`src/rtl/mem_test_sequencer_pkg.sv`:
```
`default_nettype none
// +----------------------------------------------------------------------------+
// | mem_test_sequencer_pkg                                                     |
// | Shared types and result indices for the memory-checker test sequencer.     |
// | Rev 1.0                                                                    |
// +----------------------------------------------------------------------------+
package mem_test_sequencer_pkg;

  localparam int CSR_WR_TICKS = 0;
  localparam int CSR_RD_REQ   = 7;

  typedef logic [CSR_RD_REQ:CSR_WR_TICKS][31:0] meas_results_t;

  typedef enum logic [1:0] {
    MODE_WR_ONLY    = 2'd0,
    MODE_RD_ONLY    = 2'd1,
    MODE_WR_THEN_RD = 2'd2,
    MODE_RSVD       = 2'd3
  } test_mode_t;

  typedef enum logic [2:0] {
    ST_OK       = 3'd0,
    ST_TIMEOUT  = 3'd1,
    ST_ABORT    = 3'd2,
    ST_GEN_ERR  = 3'd3,
    ST_CFG_ERR  = 3'd4
  } test_status_t;

  typedef enum logic [2:0] {
    S_IDLE   = 3'd0,
    S_CLEAR  = 3'd1,
    S_WR_RUN = 3'd2,
    S_RD_RUN = 3'd3,
    S_DRAIN  = 3'd4,
    S_SNAP   = 3'd5,
    S_DONE   = 3'd6
  } seq_state_t;

endpackage
`default_nettype wire

```
`src/rtl/mem_test_sequencer_if.sv`:
```
`default_nettype none
// +----------------------------------------------------------------------------+
// | mem_test_sequencer_if                                                      |
// | CSR, generator and measurement signals around the test sequencer.         |
// | Rev 1.0                                                                    |
// +----------------------------------------------------------------------------+
interface mem_test_sequencer_if
  import mem_test_sequencer_pkg::*;
#(
  parameter int TMO_W = 32
);
  logic              csr_start_i;
  logic              csr_abort_i;
  test_mode_t        csr_mode_i;
  logic [TMO_W-1:0]  csr_timeout_i;
  logic              test_start_o;
  logic              gen_start_o;
  logic              gen_op_o;
  logic              gen_stop_o;
  logic              gen_done_i;
  logic              gen_error_i;
  logic              meas_busy_i;
  meas_results_t     meas_result_i;
  meas_results_t     result_o;
  logic              busy_o;
  logic              done_o;
  test_status_t      status_o;

  modport slave (
    input  csr_start_i, csr_abort_i, csr_mode_i, csr_timeout_i,
    input  gen_done_i, gen_error_i, meas_busy_i, meas_result_i,
    output test_start_o, gen_start_o, gen_op_o, gen_stop_o,
    output result_o, busy_o, done_o, status_o
  );

  modport master (
    output csr_start_i, csr_abort_i, csr_mode_i, csr_timeout_i,
    output gen_done_i, gen_error_i, meas_busy_i, meas_result_i,
    input  test_start_o, gen_start_o, gen_op_o, gen_stop_o,
    input  result_o, busy_o, done_o, status_o
  );
endinterface
`default_nettype wire

```
`src/rtl/mem_test_sequencer_seq_watchdog.sv`:
```
`default_nettype none
// +----------------------------------------------------------------------------+
// | mem_test_sequencer_seq_watchdog                                            |
// | Per-phase load/enable/expire down-counter; a load value of 0 disables it.  |
// | Rev 1.0                                                                    |
// +----------------------------------------------------------------------------+
module mem_test_sequencer_seq_watchdog #(
  parameter int TMO_W = 32
) (
  input  wire             clk_i,
  input  wire             rst_i,
  input  wire             i_load,
  input  wire [TMO_W-1:0] i_load_val,
  input  wire             i_en,
  output logic            o_expire
);
  localparam logic [TMO_W-1:0] c_ONE = {{(TMO_W-1){1'b0}}, 1'b1};

  logic [TMO_W-1:0] r_cnt;

  always_ff @(posedge clk_i or posedge rst_i) begin
    if (rst_i) begin
      r_cnt <= '0;
    end else if (i_load) begin
      r_cnt <= i_load_val;
    end else if (i_en && (r_cnt != '0)) begin
      r_cnt <= r_cnt - c_ONE;
    end
  end

  // Expiry is flagged in the cycle whose decrement takes the count to zero.
  assign o_expire = i_en && (r_cnt == c_ONE);

endmodule
`default_nettype wire

```
`src/rtl/mem_test_sequencer.sv`:
```
`default_nettype none
// +----------------------------------------------------------------------------+
// | mem_test_sequencer                                                         |
// | Runs write/read phases, drains measurement, snapshots results to CSRs.    |
// | Rev 1.0                                                                    |
// +----------------------------------------------------------------------------+
module mem_test_sequencer
  import mem_test_sequencer_pkg::*;
#(
  parameter int DRAIN_CYCLES = 4,
  parameter int TMO_W        = 32
) (
  input wire                  clk_i,
  input wire                  rst_i,
  mem_test_sequencer_if.slave bus
);
  localparam int DRN_W = $clog2(DRAIN_CYCLES + 1);
  localparam logic [DRN_W-1:0] c_drain_last = DRN_W'(DRAIN_CYCLES - 1);
  localparam logic [DRN_W-1:0] c_drain_full = DRN_W'(DRAIN_CYCLES);

  seq_state_t    r_state, w_next;
  test_mode_t    r_mode;
  test_status_t  r_status, w_exc_status;
  meas_results_t r_result;
  logic [DRN_W-1:0] r_drain;
  logic r_done, r_first, r_stop;
  logic w_run, w_watched, w_drain_met, w_exit, w_exc, w_expire, w_wd_load;

  assign w_run       = (r_state == S_WR_RUN) || (r_state == S_RD_RUN);
  assign w_watched   = w_run || (r_state == S_DRAIN);
  assign w_drain_met = (r_state == S_DRAIN) && !bus.meas_busy_i && (r_drain == c_drain_last);
  assign w_exit      = w_run ? bus.gen_done_i : w_drain_met;
  assign w_wd_load   = ((w_next == S_WR_RUN) || (w_next == S_RD_RUN) || (w_next == S_DRAIN))
                       && (w_next != r_state);

  mem_test_sequencer_seq_watchdog #(.TMO_W(TMO_W)) u_wdog (
    .clk_i      (clk_i),
    .rst_i      (rst_i),
    .i_load     (w_wd_load),
    .i_load_val (bus.csr_timeout_i),
    .i_en       (w_watched),
    .o_expire   (w_expire)
  );

  always_ff @(posedge clk_i or posedge rst_i) begin
    if (rst_i) r_state <= S_IDLE;
    else       r_state <= w_next;
  end

  // Priority inside a watched state: error, abort, normal exit, then timeout.
  always_comb begin
    w_next       = r_state;
    w_exc        = 1'b0;
    w_exc_status = ST_OK;
    case (r_state)
      S_IDLE:  if (bus.csr_start_i) w_next = (bus.csr_mode_i == MODE_RSVD) ? S_DONE : S_CLEAR;
      S_CLEAR: w_next = (r_mode == MODE_RD_ONLY) ? S_RD_RUN : S_WR_RUN;
      S_WR_RUN, S_RD_RUN, S_DRAIN: begin
        if (bus.gen_error_i) begin
          w_exc        = 1'b1;
          w_exc_status = ST_GEN_ERR;
        end else if (bus.csr_abort_i) begin
          w_exc        = 1'b1;
          w_exc_status = ST_ABORT;
        end else if (w_exit) begin
          if (r_state == S_DRAIN)                                    w_next = S_SNAP;
          else if (r_state == S_WR_RUN && r_mode == MODE_WR_THEN_RD) w_next = S_RD_RUN;
          else                                                       w_next = S_DRAIN;
        end else if (w_expire) begin
          w_exc        = 1'b1;
          w_exc_status = ST_TIMEOUT;
        end
        if (w_exc) w_next = S_SNAP;
      end
      S_SNAP:  w_next = S_DONE;
      S_DONE:  w_next = S_IDLE;
      default: w_next = S_IDLE;
    endcase
  end

  always_comb begin
    bus.test_start_o = (r_state == S_CLEAR);
    bus.gen_start_o  = r_first;
    bus.gen_op_o     = (r_state == S_RD_RUN);
    bus.gen_stop_o   = r_stop;
    bus.busy_o       = (r_state != S_IDLE);
    bus.done_o       = r_done;
    bus.status_o     = r_status;
    bus.result_o     = r_result;
  end

  always_ff @(posedge clk_i or posedge rst_i) begin
    if (rst_i) begin
      r_mode   <= MODE_WR_ONLY;
      r_status <= ST_OK;
      r_done   <= 1'b0;
      r_first  <= 1'b0;
      r_stop   <= 1'b0;
      r_drain  <= '0;
      r_result <= '0;
    end else begin
      r_first <= ((w_next == S_WR_RUN) || (w_next == S_RD_RUN)) && (w_next != r_state);
      r_stop  <= w_exc && w_run;
      if ((r_state == S_IDLE) && bus.csr_start_i) begin
        r_mode   <= bus.csr_mode_i;
        r_done   <= 1'b0;
        r_status <= (bus.csr_mode_i == MODE_RSVD) ? ST_CFG_ERR : ST_OK;
      end else if (w_exc) begin
        r_status <= w_exc_status;
      end
      if (r_state == S_DONE) r_done <= 1'b1;
      if ((r_state != S_DRAIN) || bus.meas_busy_i) r_drain <= '0;
      else if (r_drain != c_drain_full)            r_drain <= r_drain + 1'b1;
      if (r_state == S_SNAP) r_result <= bus.meas_result_i;
    end
  end

endmodule
`default_nettype wire

```
`src/flat_wrapper.sv`:
```
// flat-port wrapper written by rule: the top's interface ports become plain ports
module mem_test_sequencer_flat import mem_test_sequencer_pkg::*;
#(
  parameter int DRAIN_CYCLES = 4,
  parameter int TMO_W        = 32
)
  (clk_i, rst_i, bus_csr_start_i, bus_csr_abort_i, bus_csr_mode_i, bus_csr_timeout_i, bus_gen_done_i, bus_gen_error_i, bus_meas_busy_i, bus_meas_result_i, bus_test_start_o, bus_gen_start_o, bus_gen_op_o, bus_gen_stop_o, bus_result_o, bus_busy_o, bus_done_o, bus_status_o);
  mem_test_sequencer_if #(.TMO_W(TMO_W)) bus_i ();
  input wire clk_i;
  input wire rst_i;
  input wire logic [$bits(bus_i.csr_start_i)-1:0] bus_csr_start_i;
  input wire logic [$bits(bus_i.csr_abort_i)-1:0] bus_csr_abort_i;
  input wire logic [$bits(bus_i.csr_mode_i)-1:0] bus_csr_mode_i;
  input wire logic [$bits(bus_i.csr_timeout_i)-1:0] bus_csr_timeout_i;
  input wire logic [$bits(bus_i.gen_done_i)-1:0] bus_gen_done_i;
  input wire logic [$bits(bus_i.gen_error_i)-1:0] bus_gen_error_i;
  input wire logic [$bits(bus_i.meas_busy_i)-1:0] bus_meas_busy_i;
  input wire logic [$bits(bus_i.meas_result_i)-1:0] bus_meas_result_i;
  output wire logic [$bits(bus_i.test_start_o)-1:0] bus_test_start_o;
  output wire logic [$bits(bus_i.gen_start_o)-1:0] bus_gen_start_o;
  output wire logic [$bits(bus_i.gen_op_o)-1:0] bus_gen_op_o;
  output wire logic [$bits(bus_i.gen_stop_o)-1:0] bus_gen_stop_o;
  output wire logic [$bits(bus_i.result_o)-1:0] bus_result_o;
  output wire logic [$bits(bus_i.busy_o)-1:0] bus_busy_o;
  output wire logic [$bits(bus_i.done_o)-1:0] bus_done_o;
  output wire logic [$bits(bus_i.status_o)-1:0] bus_status_o;
  assign bus_i.csr_start_i = bus_csr_start_i;
  assign bus_i.csr_abort_i = bus_csr_abort_i;
  assign bus_i.csr_mode_i = bus_csr_mode_i;
  assign bus_i.csr_timeout_i = bus_csr_timeout_i;
  assign bus_i.gen_done_i = bus_gen_done_i;
  assign bus_i.gen_error_i = bus_gen_error_i;
  assign bus_i.meas_busy_i = bus_meas_busy_i;
  assign bus_i.meas_result_i = bus_meas_result_i;
  assign bus_test_start_o = bus_i.test_start_o;
  assign bus_gen_start_o = bus_i.gen_start_o;
  assign bus_gen_op_o = bus_i.gen_op_o;
  assign bus_gen_stop_o = bus_i.gen_stop_o;
  assign bus_result_o = bus_i.result_o;
  assign bus_busy_o = bus_i.busy_o;
  assign bus_done_o = bus_i.done_o;
  assign bus_status_o = bus_i.status_o;
  mem_test_sequencer #(.DRAIN_CYCLES(DRAIN_CYCLES), .TMO_W(TMO_W)) u_core (.clk_i(clk_i), .rst_i(rst_i), .bus(bus_i));
endmodule
```
`config.mk`:
```
export PLATFORM = sky130hd
export DESIGN_NAME = mem_test_sequencer_flat
export DESIGN_NICKNAME = d
export VERILOG_FILES = /design/src/rtl/mem_test_sequencer_pkg.sv /design/src/rtl/mem_test_sequencer_if.sv /design/src/rtl/mem_test_sequencer_seq_watchdog.sv /design/src/rtl/mem_test_sequencer.sv /design/src/flat_wrapper.sv
export SDC_FILE = /design/constraint.sdc
export NUM_CORES = 1
export LEC_CHECK = 0
export BUFFER_PORTS_ARGS = -buffer_cell sky130_fd_sc_hd__buf_2
export CORE_AREA = 2 2 219 221
export DETAILED_ROUTE_END_ITERATION = 7
export DIE_AREA = 0 0 221 223
export PLACE_DENSITY = 0.59
export SLEW_MARGIN = 20
export SYNTH_ARGS = -nofsm -noshare
export SYNTH_HDL_FRONTEND = slang
export SYNTH_HIERARCHICAL = 1
export SYNTH_SLANG_ARGS = --single-unit
```
`constraint.sdc`:
```
create_clock -name clk_i -period 23.7 [get_ports clk_i]
set_clock_uncertainty 0.2 [all_clocks]
set_input_delay 4.74 -clock clk_i [delete_from_list [all_inputs] [get_ports clk_i]]
set_output_delay 4.74 -clock clk_i [all_outputs]
set_load 0.1 [all_outputs]
```
==> metrics.md, run 1 <==
| Metric | Value |
|---|---|
| Netlist cell types | `56` |
| Resized Gates After CTS | `0` |
| Area of the multi-input gates | `5370 µm²` |
| FFs w/ async S/R, synth | `1.00` |
| R2r setup slk | `19860 ps` |
| Number of global-route vias before repair | `9641` |
| Vias | `9157` |
| Die area | `49300 µm²` |
| CTS tree | `yes` |
| Initial antenna violation count | `8` |
| Port bufs | `approximately 560` |
| Worst-Skew Late Latency | `530 ps` |
| Most frequent cells in the layout | `561 x buf_2, 302 x dfrtp_1, 240 x mux2_4` |
| Gr ovfl total | `0` |
| Clk sinks | `302` |
| Slew @ Worst Pin | `1020 ps` |
| Total CTS buffers | `36` |
| Max FO, Critical Path | `14` |
| Total Nets Final | `roughly 1700` |
| Antenna-violating nets left | `0` |
| Dpl ws | `16530 ps` |
| Syn avg cell area | `15.5 µm²` |
| Arr. time, crit path | `2120 ps` |
| Cell row count | `80` |
| Endpoints failing hold | `0` |
| Share of cells above drive strength 1 | `0.625` |
| Synth Net Count | `1162` |
| Post-Synthesis Cells | `860` |
| Hold crit path type | `reg -> reg` |
| Fillers | `about 4600` |
| Post-synth EDFFs | `0` |
| Post-Layout Inst Area | `approximately 18000 µm²` |
| Hold Path Stages | `1` |
| GPL Wtd Cong | `0.810` |
| Outcome | `finished, final reports clean` |
| Hold slack | `299 ps` |
| Maximum capacitance violations | `0` |
| Main synth FF type | `dfrtp_1` |
| Pins Over Slew Limit | `0` |
| Core area | `47100 µm²` |
| Critical R2R Launch | `u_core/r_state[2]` |
| Final worst-path cycle share | `0.298` |
| Hold buffers post-CTS | `0` |
| Worst r2r dst | `u_core/u_wdog/r_cnt[25]` |
| Max H-tree Level | `2` |
| Worst reg-to-reg path cell count | `8` |
| Initial core utilization | `0.283` |
| Placed cell areas | `16600 µm²` |
| Layout area overhead | `33.9%` |
| Fin worst setup slack | `about 17000 ps` |
| I/O pins | `roughly 560` |
| Largest net degree at the start of global routing | `164` |
| Die height | `223 µm` |
| Seq/Total Area, Yosys | `0.567` |
| Max clock buf depth | `3` |
| Drt drc | `0` |
| Worst slew margin | `0.315` |
| Clk pin slew, worst setup/hold paths | `roughly 60 ps` |
| Final wirelength | `36.9 mm` |
| Commonest non-fill, non-tap cell in the layout | `buf_2` |
| Flops & latches, synth | `around 300` |
| Post CTS Setup Buffer Count | `0` |
| Vias per std cell | `around 4.4` |
| Post-detail-place hpwl | `26.9 mm` |
| Die Wd | `221 µm` |
| Critical Path RT | `18760 ps` |
| Crit path launch type | `flop` |
| RSZ-0062 raised after global routing | `false` |
| Fmax achieved | `between 100 and 150 MHz` |
| Setup violators final | `0` |
| 1st-iter DRT viols | `419` |
| Cell chosen for the clock root | `clkbuf_16` |
| Pre-antenna DRT Iters | `4` |
| Crit path kind | `reg -> out` |
| Synth Cell Area | `13300 µm²` |
| WHS Endpoint | `u_core/bus.result_o[14]` |
| First-pass GRT wire length | `57.4 mm` |
| CP endpoint kind | `output pin` |
| HP Start | `u_core/bus.result_o[14]` |
| Crit path time final | `7060 ps` |
| Total track usage | `0.147` |
| Wire per inst | `17.8 µm` |
| Setup TNS | `0 ps` |
| Synth warnings | `6` |
| FF+latch area | `approximately 7600 µm²` |
cells by family (layout without fill, tap and decap cells):
group | Yosys count | in the layout | synth area share
other cells | 0 | 5 | 0
flops | 302 | 302 | 0.567
compound gates | 74 | 74 | 0.0359
xor+xnor | 26 | 26 | 0.0171
fa+ha+maj | 5 | 5 | 0.00469
simple gates | 135 | 135 | 0.0567
buf+inv | 59 | 648 | 0.0329
mux | 259 | 259 | 0.286
metal layers:
metal  vias to the layer above  routed length (µm)  track usage
li1                       4208                   -            -
met1                      4502               15300        0.186
met2                       369               17900        0.237
met3                        74                2380       0.0346
met4                         4                1280       0.0665
met5                         -                  27            0
cells in the mapped netlist, types with 11 or more instances:
| cell | count | area, µm² |
|---|---|---|
| inv_1 | 13 | 48.8 |
| o21ai_0 | 34 | 170 |
| nor4_1 | 12 | 75.1 |
| nand2_1 | 33 | 124 |
| mux2_2 | 19 | 214 |
| nor2_1 | 24 | 90.1 |
| xnor2_1 | 11 | 96.3 |
| xor2_1 | 15 | 131 |
| dfrtp_1 | 302 | 7560 |
| mux2_4 | 240 | 3600 |
| buf_6 | 28 | 315 |
how the worst max path moves through the flow:
stage / start / to / slack, ps
2_1_floorplan: rst_i / u_core/bus.done_o / 11320
3_3_place_gp: bus_csr_abort_i / u_core/u_wdog/r_cnt[15] / 16640
3_5_place_dp: bus_csr_abort_i / u_core/u_wdog/r_cnt[15] / 16530
4_1_cts: u_core/r_state[2] / bus_gen_op_o / 16630
5_1_grt: u_core/r_state[2] / bus_gen_op_o / 16570
6_report: u_core/r_state[2] / bus_gen_op_o / 16640
per-stage QoR:
step	util	std cells
3_5_place_dp	0.353	2000
5_1_grt	0.379	2069
3_3_place_gp	0.353	2000
6_report	0.379	2069
2_1_floorplan	-	860
4_1_cts	0.379	2064
critical path, cell delays in order, from the launching register on:
cell,delay [ps]
dfrtp_1,620
nor2b_1,360
and2_1,180
buf_2,420
state kept, by name, indices dropped and copies added (netlist names), 2 cells and up:
| name | count |
|---|---|
| u_core/bus.result_o | 256 |
| u_core/r_drain | 3 |
| u_core/bus.status_o | 3 |
| u_core/u_wdog/r_cnt | 32 |
| u_core/r_mode | 2 |
| u_core/r_state | 3 |
area by class of cell:
class,instances,area share
Clock inverter,15,0.00854
Clock buffer,49,0.0594
Timing Repair Buffer,568,0.161
Multi-Input combinational cell,499,0.301
Inverter,16,0.00378
Sequential cell,302,0.423
Tap cell,615,0.0431
Antenna cell,5,0.000700
Power of run 1 is left out: the tool's default activity adds up to more than one toggle a clock period on the data nets, which glitch-free logic cannot reach.
==> inputs of run 2 (changes only) <==
--- a/config.mk
+++ b/config.mk
@@ -6,10 +6,10 @@
 export NUM_CORES = 1
 export LEC_CHECK = 0
 export BUFFER_PORTS_ARGS = -buffer_cell sky130_fd_sc_hd__buf_2
-export CORE_AREA = 2 2 219 221
+export CORE_AREA = 2 2 218 220
 export DETAILED_ROUTE_END_ITERATION = 7
-export DIE_AREA = 0 0 221 223
-export PLACE_DENSITY = 0.59
+export DIE_AREA = 0 0 220 222
+export PLACE_DENSITY = 0.62
 export SLEW_MARGIN = 20
 export SYNTH_ARGS = -nofsm -noshare
 export SYNTH_HDL_FRONTEND = slang
==> constraint.sdc (replaced) <==
create_clock -name clk_i -period 6.45 [get_ports clk_i]
set_clock_uncertainty 0.2 [all_clocks]
set_input_delay 1.29 -clock clk_i [delete_from_list [all_inputs] [get_ports clk_i]]
set_output_delay 1.29 -clock clk_i [all_outputs]
set_load 0.1 [all_outputs]
==> metrics.md, run 2 (synthesis gave the netlist of run 1 again) <==
| Metric | Value |
|---|---|
| Post CTS Setup Buffer Count | `0 (unchanged)` |
| Endpoints failing hold | `0 (unchanged)` |
| Largest register FFs | `256 (unchanged)` |
| Commonest non-fill, non-tap cell in the layout | `buf_2` |
| Vias | `9206 (+0.54%)` |
| Pins Over Slew Limit | `0 (unchanged)` |
| Max clock buf depth | `3 (unchanged)` |
| Maximum capacitance violations | `0 (unchanged)` |
| Crit path launch type | `flop` |
| R2r setup slk | `2770 ps (-17090 ps)` |
| Slew @ Worst Pin | `1020 ps (+3.12 ps)` |
| Post-route insts no fill | `2057 (-0.58%)` |
| Hold Path Stages | `1 (unchanged)` |
| Number of global-route vias before repair | `9628 (-0.13%)` |
| Initial core utilization | `0.288 (+0.00542)` |
| GPL Wtd Cong | `0.846 (+4.5%)` |
| Resized Gates After CTS | `0 (unchanged)` |
| Die area | `48800 µm² (-0.90%)` |
| Port bufs | `561 (unchanged)` |
| Drt drc | `0 (unchanged)` |
| Core area | `46300 µm² (-1.9%)` |
| I/O pins | `562 (unchanged)` |
| Most frequent cells in the layout | `561 x buf_2, 302 x dfrtp_1, 240 x mux2_4` |
| Total track usage | `0.158 (+0.0116)` |
| Die height | `222 µm (-0.45%)` |
| Post-detail-place hpwl | `29.6 mm (+10%)` |
| Worst stage delay on the critical path | `730 ps (+110 ps)` |
| Wire per inst | `19.5 µm (+9.3%)` |
| Max H-tree Level | `2 (unchanged)` |
| Antenna-violating nets left | `0 (unchanged)` |
| DP Cell Count | `1992 (-0.40%)` |
| Die Wd | `220 µm (-0.45%)` |
| Outcome | `finished, final reports clean` |
| CP startpoint | `u_core/r_state[2]` |
| Worst reg-to-reg path cell count | `8 (unchanged)` |
| CTS tree | `yes` |
| Hold crit path type | `reg -> reg` |
| HP Start | `u_core/bus.result_o[179]` |
| Hold buffers post-CTS | `0 (unchanged)` |
| WHS Endpoint | `u_core/bus.result_o[179]` |
| Total CTS buffers | `36 (unchanged)` |
| Max FO, Critical Path | `14 (unchanged)` |
| Critical R2R Launch | `u_core/r_state[2]` |
| Layout area overhead | `34.4%` |
| Gr ovfl total | `0 (unchanged)` |
| Arr. time, crit path | `3890 ps (+1770 ps)` |
| Fin util | `0.388 (+0.00853)` |
| Cell chain of the critical path | `nor3b_1 > nor2_2 > inv_2 > or4b_2 > nor2_1 > o21ai_4 > nand3b_1 > a221o_1` |
| Pre-antenna DRT Iters | `4 (unchanged)` |
| Crit path kind | `reg -> reg` |
| CP bufs+invs | `1 (unchanged)` |
| Clk pin slew, worst setup/hold paths | `60 ps (about the same)` |
| Final wirelength | `40.1 mm (+8.7%)` |
| Crit path time final | `3680 ps` |
| Vias per std cell | `4.48 (+1.1%)` |
| Critical Path RT | `6660 ps (-12100 ps)` |
| Cell row count | `79 (-1.3%)` |
| Fmax achieved | `between 200 and 300 MHz` |
| Final worst-path cycle share | `0.571` |
| Worst r2r dst | `u_core/u_wdog/r_cnt[25]` |
| Slowest cell on the critical path | `dfrtp_1` |
| 1st-iter DRT viols | `541 (+29%)` |
| Clk sinks | `302 (unchanged)` |
| Worst-Skew Late Latency | `530 ps (about the same)` |
| Initial antenna violation count | `9 (+1)` |
| Setup TNS | `0 ps (unchanged)` |
| CP endpoint kind | `flop` |
| Total Nets Final | `1725 (unchanged)` |
| RSZ-0062 raised after global routing | `false` |
| Largest net degree at the start of global routing | `150 (-8.5%)` |
| Worst slew margin | `0.313 (-0.00210)` |
| Setup violators final | `0 (unchanged)` |
| Crit path max-delay family | `simple AND/OR/NAND/NOR gates` |
| Hold slack | `299 ps (+0.648 ps)` |
| First-pass GRT wire length | `59.4 mm (+3.4%)` |
| Share of cells above drive strength 1 | `0.624 (about the same)` |
| Cell chosen for the clock root | `clkbuf_16` |
[run 2: worst register-to-register path, stage by stage (launching register included)]
cell      delay (ps)
dfrtp_1          730
nor3b_1          440
nor2_2           120
inv_2            180
or4b_2           630
nor2_1           540
o21ai_4          200
nand3b_1         210
a221o_1          330
[run 2: area by class of cell]
type	instances	area (µm²)
Timing Repair Buffer	568	2900
Clock inverter	12	199
Antenna cell	3	7.51
Inverter	16	63.8
Fill cell	4406	28300
Clock buffer	50	1070
Sequential cell	302	7560
Tap cell	607	759
Multi-Input combinational cell	499	5370
[run 2: per-stage QoR]
| step | instance area [µm²] | worst slack, ps |
|---|---|---|
| 5_1_grt | 17900 | 2570 |
| 3_3_place_gp | 16600 | 2880 |
| 4_1_cts | 17900 | 2790 |
| 3_5_place_dp | 16600 | 2800 |
| 2_1_floorplan | 13300 | 1390 |
| 6_report | 17900 | 2770 |
[run 2: worst max path at each step]
stage                              end  cells after the start
5_1_grt        u_core/u_wdog/r_cnt[17]                      8
6_report       u_core/u_wdog/r_cnt[25]                      8
3_5_place_dp   u_core/u_wdog/r_cnt[25]                      8
4_1_cts        u_core/u_wdog/r_cnt[25]                      8
2_1_floorplan        u_core/bus.done_o                      1
3_3_place_gp   u_core/u_wdog/r_cnt[25]                      8
[run 2: layer usage]
layer,up-vias,global-route usage,wire length (µm)
met1,4557,0.187,15800
met4,8,0.0513,1130
met2,392,0.274,20100
met5,-,0,49
met3,65,0.0450,2990
li1,4184,-,-
Power of run 2 is left out for the same reason.
